--- src/rtl/instr_deserializer_pkg.sv ---
// rtl/instr_deserializer_pkg.sv - shared control package for the instruction deserializer
//
// Holds the FSM state encoding, default frame geometry and the generic
// clog2 helper used to size counters in the deserializer.
package instr_deserializer_pkg;

  localparam int ADDRW_DEF   = 24;
  localparam int OPCODEW_DEF = 2;

  // Bytes per address field and per complete frame at default geometry.
  localparam int FIELD_BYTES = ADDRW_DEF / 8;
  localparam int NB          = 1 + 3 * FIELD_BYTES;

  // Width of one assembled instruction as stored by the downstream queues.
  localparam int INSTRW      = OPCODEW_DEF + 3 * ADDRW_DEF;

  typedef enum logic [2:0] {
    ST_HDR  = 3'd0,
    ST_KEY  = 3'd1,
    ST_TEXT = 3'd2,
    ST_DEST = 3'd3,
    ST_HOLD = 3'd4
  } state_t;

  function automatic int clog2(input int value);
    int res;
    int rem;
    res = 0;
    rem = value - 1;
    while (rem > 0) begin
      res = res + 1;
      rem = rem >> 1;
    end
    return res;
  endfunction

  function automatic int field_bytes(input int addrw);
    return addrw / 8;
  endfunction

  function automatic int frame_bytes(input int addrw);
    return 1 + 3 * (addrw / 8);
  endfunction

endpackage

--- src/rtl/instr_deserializer.sv ---
// rtl/instr_deserializer.sv - byte-stream to instruction deserializer with idle timeout
//
// Ports:
//   clk, rst_n            clock, asynchronous active-low reset
//   in_data/in_valid      byte stream from the CPU link
//   in_ready              byte taken on in_valid && in_ready
//   ready_in_aes/sha      downstream queue readiness, picked by opcode[0]
//   opcode, key_addr,
//   text_addr, dest_addr  assembled instruction, meaningful while valid_out
//   valid_out             instruction held for the downstream queue
//   frame_err             one-cycle pulse when a partial frame times out
module instr_deserializer
  import instr_deserializer_pkg::*;
#(
  parameter int ADDRW   = 24,
  parameter int OPCODEW = 2,
  parameter int TIMEOUT = 255
) (
  input  logic               clk,
  input  logic               rst_n,
  input  logic [7:0]         in_data,
  input  logic               in_valid,
  output logic               in_ready,
  input  logic               ready_in_aes,
  input  logic               ready_in_sha,
  output logic [OPCODEW-1:0] opcode,
  output logic [ADDRW-1:0]   key_addr,
  output logic [ADDRW-1:0]   text_addr,
  output logic [ADDRW-1:0]   dest_addr,
  output logic               valid_out,
  output logic               frame_err
);

  localparam int FB    = field_bytes(ADDRW);
  localparam int BCW   = (clog2(FB) < 1) ? 1 : clog2(FB);
  localparam int IDLEW = (clog2(TIMEOUT + 1) < 1) ? 1 : clog2(TIMEOUT + 1);

  state_t             state;
  state_t             state_nx;
  logic [BCW-1:0]     byte_cnt;
  logic [IDLEW-1:0]   idle_cnt;

  // Assembly registers: the visible outputs only change when a frame
  // completes, so a frame in progress or one that is later dropped never
  // disturbs the last delivered instruction.
  logic [OPCODEW-1:0] asm_opcode;
  logic [ADDRW-1:0]   asm_key;
  logic [ADDRW-1:0]   asm_text;
  logic [ADDRW-1:0]   asm_dest;

  logic accept;
  logic in_field;
  logic last_byte;
  logic sel_ready;
  logic timeout;

  assign in_ready  = (state != ST_HOLD);
  assign valid_out = (state == ST_HOLD);
  assign accept    = in_valid && in_ready;
  assign in_field  = (state == ST_KEY) || (state == ST_TEXT) || (state == ST_DEST);
  assign last_byte = (byte_cnt == BCW'(FB - 1));
  assign sel_ready = opcode[0] ? ready_in_sha : ready_in_aes;

  // The timeout fires on the edge where the idle count would reach TIMEOUT;
  // a byte accepted on that same edge wins and keeps the frame alive.
  assign timeout = in_field && !accept && ((int'(idle_cnt) + 1) >= TIMEOUT);

  always_comb begin
    state_nx = state;
    case (state)
      ST_HDR: begin
        if (accept) state_nx = ST_KEY;
      end
      ST_KEY: begin
        if (accept && last_byte) state_nx = ST_TEXT;
        else if (timeout)        state_nx = ST_HDR;
      end
      ST_TEXT: begin
        if (accept && last_byte) state_nx = ST_DEST;
        else if (timeout)        state_nx = ST_HDR;
      end
      ST_DEST: begin
        if (accept && last_byte) state_nx = ST_HOLD;
        else if (timeout)        state_nx = ST_HDR;
      end
      ST_HOLD: begin
        if (sel_ready) state_nx = ST_HDR;
      end
      default: state_nx = ST_HDR;
    endcase
  end

  always_ff @(posedge clk or negedge rst_n) begin
    if (!rst_n) begin
      state     <= ST_HDR;
      byte_cnt  <= '0;
      idle_cnt  <= '0;
      frame_err <= 1'b0;
    end else begin
      state     <= state_nx;
      frame_err <= timeout;

      if (state_nx != state) begin
        byte_cnt <= '0;
      end else if (accept) begin
        byte_cnt <= byte_cnt + 1'b1;
      end

      if (!in_field || accept || timeout) begin
        idle_cnt <= '0;
      end else begin
        idle_cnt <= idle_cnt + 1'b1;
      end
    end
  end

  always_ff @(posedge clk or negedge rst_n) begin
    if (!rst_n) begin
      asm_opcode <= '0;
      asm_key    <= '0;
      asm_text   <= '0;
      asm_dest   <= '0;
      opcode     <= '0;
      key_addr   <= '0;
      text_addr  <= '0;
      dest_addr  <= '0;
    end else if (accept) begin
      case (state)
        ST_HDR:  asm_opcode <= in_data[OPCODEW-1:0];
        ST_KEY:  asm_key    <= ADDRW'({asm_key, in_data});
        ST_TEXT: asm_text   <= ADDRW'({asm_text, in_data});
        ST_DEST: begin
          asm_dest <= ADDRW'({asm_dest, in_data});
          if (last_byte) begin
            opcode    <= asm_opcode;
            key_addr  <= asm_key;
            text_addr <= asm_text;
            dest_addr <= ADDRW'({asm_dest, in_data});
          end
        end
        default: ;
      endcase
    end
  end

endmodule

--- config.mk ---
export PLATFORM = sky130hd
export DESIGN_NAME = instr_deserializer
export DESIGN_NICKNAME = d
export VERILOG_FILES = /design/src/rtl/instr_deserializer_pkg.sv /design/src/rtl/instr_deserializer.sv
export SDC_FILE = /design/constraint.sdc
export NUM_CORES = 1
export LEC_CHECK = 0
export ABC_AREA = 1
export ABC_CLOCK_PERIOD_IN_PS = 2300
export CAP_MARGIN = 40
export CORE_AREA = 2 2 134 136
export CTS_CLUSTER_DIAMETER = 100
export DETAILED_ROUTE_END_ITERATION = 16
export DIE_AREA = 0 0 136 138
export HOLD_SLACK_MARGIN = 0.03
export SKIP_LAST_GASP = 1
export SYNTH_ARGS = -nofsm -noshare
export SYNTH_HDL_FRONTEND = slang
export SYNTH_SLANG_ARGS = --single-unit
--- constraint.sdc ---
create_clock -name clk -period 2.3 [get_ports clk]
set_input_delay 0.345 -clock clk [delete_from_list [all_inputs] [get_ports clk]]
set_output_delay 0.345 -clock clk [all_outputs]
set_load 0.02 [all_outputs]
==> impl_metrics.yaml <==
yosys:
  synth_fa_ha_area_share_pct: 0.6276
  yosysUniqueCellTypes: 22
  ys_ff_latch: 154
  synth_warnings: 0
  synth_async_sr_flop_share_pct: 100.0
  synthSimpleGateAreaFrac_pct: 17.85
  synth_xor_area_share_pct: 0.1464
  synth.avg_cell_area_um2: 9.201
  syn_nets: 666
  synth_compound_area_share_pct: 10.31
  synthTopCellsByArea: "dfrtp_1 (64%), nand2_1 (14%), o21ai_0 (9.7%)"
  synth_largest_area_cell: "dfrtp_1"
  mappedNetlistArea_um2: 5981
  synth-main-ff-cell: "dfrtp_1"
  yosys-mux-area-fraction_pct: 0
  synth.yosys.seq_area_share_pct: 64.44
  synth_top_family_by_area: "simple AND/OR/NAND/NOR gates"
  synth-edff-count: 0
  synth_top_cell_area_share_pct: 64.44
  postSynthCellCount: 650
sta:
  rsz0062_at_grt: "no"
  setup_tns_ps: 0
  fmax_mhz: 457.8
  finClkSkew_ps: 4.574
  final-hold-violation-count: 0
  worst_pin_slew_ps: 545.6
  finalMaxSlewViolations: 0
  layout_min_cycle_time_ps: 2184
  fin_crit_sh_pct: 94.97
  setup_viol: 0
  whs_ps: 467.1
  max_slew_margin_pct: 63.63
route:
  ant_nets: 0
  first_iter_violations: 236
  wl_per_cell_um: 13.41
  num_vias: 4352
  route.detailed.drc: 0
  firstDrtPassIters: 4
  viasPerCell: 4.432
  routed_wl_um: 13170
clock_network:
  clock_latency_ps: 410
  cts_root_buf: "clkbuf_16"
  cts_buffers: 17
  htreeDepth: 4
  cts_tree: "built"
  cts.sinks: 154
  cts.clk_slew.worst_paths_ps: 60
  cts_buffer_depth: 2
  post_cts_buffers: 0
final_layout:
  final_common_cell: "nand2_1"
  diodes: 0
  fin_util_pct: 44.61
  fin_cells: 982
  multiInputGateArea_um2: 1743
  ff_latch_area_um2: 3854
  num-nets-final: 758
  syn_to_final_growth_pct: 30.79
  drive_above_1_share_pct: 8.367
  final_cell_mix: "nand2_1 (218), dfrtp_1 (154), o21ai_0 (116)"
  fillers: 1743
pwr:
  p_leak_nw: 3.793
  power.share.switching_pct: 29.20
  ir_drop_mv: 0.5828
  power_density_nw_per_um2: 1081
  internal-power_w: 0.005986
  clkPwrFrac_pct: 34.6
  combPwrFrac_pct: 20.7
  power_w: 0.008456
  seqPwrFrac_pct: 44.6
  p_switching_w: 0.002469
worst_setup_path:
  arrival_ps: 1840
  critPathRequiredTime_ps: 1960
  r2r_slack_ps: 390
  cp-startpoint: "state[0]"
  endpoint: "in_ready"
  critPathKind: "flop to output pin"
  crit_path_start_kind: "flop"
  worstRegToRegCells: 17
  critPathCaptureType: "output pin"
  reg2reg_from: "idle_cnt[0]"
  reg2reg_to: "byte_cnt[1]"
  worstPathMaxFanout: 5
global_route:
  antenna_found_initial: 0
  grt_usage_pct: 15.09
  grt_pass1_wl_um: 22090
  grt_max_degree: 71
  overflow: 0
  grt_pass1_vias: 4170
die:
  start_util_pct: 34.11
  ios: 90
  chipHeight_um: 138
  fp.dieW_um: 136
  rows: 49
  core-area_um2: 17530
  die-area_um2: 18770
placed_design:
  place_inst: 951
  port_buffers: 89
  hpwl_um: 8632
  gp_congestion: 0.7820
job:
  maxCapViolations: 0
worst_hold_path:
  worstHoldPathType: "input port to asynchronous set/reset pin"
outcome:
  status: "complete, no violations"
[cell usage after synthesis, types with 3 or more instances]
cell and instances:
buf_2 5, nand3_1 12, a21oi_1 3, o21ai_0 116, nor2_1 17, nand2_1 218
inv_1 70, inv_2 6, nand2_2 11, dfrtp_1 154, ha_1 3, clkbuf_1 22
[how the worst min path moves through the flow]
stage | end | slack [ps] | cells past startpoint
2_1_floorplan | asm_dest[0] | 50 | 0
3_3_place_gp | idle_cnt[4] | 350 | 1
3_5_place_dp | idle_cnt[4] | 350 | 1
4_1_cts | key_addr[17] | 470 | 2
5_1_grt | text_addr[20] | 490 | 2
6_report | idle_cnt[4] | 470 | 2
[final cells by class]
cell class,instances,share of cell area [%]
well taps,229,3.663
inverters,76,3.647
clock buffers,22,6.062
flip-flops and latches,154,49.26
clock inverters,8,1.823
multi-input cells,392,22.28
repair buffers,101,13.26
[critical path: stages (launching register included)]
cell and delay (ps):
dfrtp_1 440, nor2_2 240, inv_2 50, nor2_2 120
inv_1 50, clkdlybuf4s50_1 530
[flip-flops by register name, summed over array words and instances (netlist names)]
signal,flops
asm_dest,16
asm_key,24
asm_opcode,2
asm_text,24
byte_cnt,2
dest_addr,24
frame_err,1
idle_cnt,8
key_addr,24
opcode,2
state,3
text_addr,24
[power by group through the flow]
stage	logic [W]	clock network [W]	registers [W]
final	0.00175	0.00293	0.00378
after global routing	0.00204	0.00312	0.00387
after global placement	0.00175	0	0.00381
after detailed placement	0.00178	0	0.00382
after floorplan	0.000906	0	0.00392
after CTS	0.00179	0.00301	0.00379
[through the flow]
step	setup WS (ps)	area (um2)
finish	115.8	7823
global route	3.691	7823
CTS	29.35	7820
detailed placement	281.9	7191
global placement	330.5	7191
floorplan	570.7	5981
[routing by layer]
| metal | GRT usage, % | part of all wire, % | routed length (um) | vias to the layer above |
|---|---|---|---|---|
| met5 | 0 | 0 | 0 | - |
| met4 | 3.947 | 0.73 | 96 | 0 |
| met3 | 4.180 | 4.5 | 596 | 8 |
| met2 | 22.00 | 46 | 6011 | 85 |
| met1 | 22.22 | 49 | 6468 | 2053 |
| li1 | - | - | - | 2206 |
[cells by family (layout without fill, tap and decap cells)]
family	count (synthesis)	count (layout)
fa+ha+maj	3	3
xor+xnor	1	1
simple gates	266	266
compound gates	122	122
buf+inv	104	207
flops	154	154
[what timing repair did]
item,in CTS,in global routing
endpoints found under the setup margin,2,2
endpoints found under the hold margin,52,0
resized for setup,1,1
hold buffers,1,0
(Power assumes the default switching activity.)
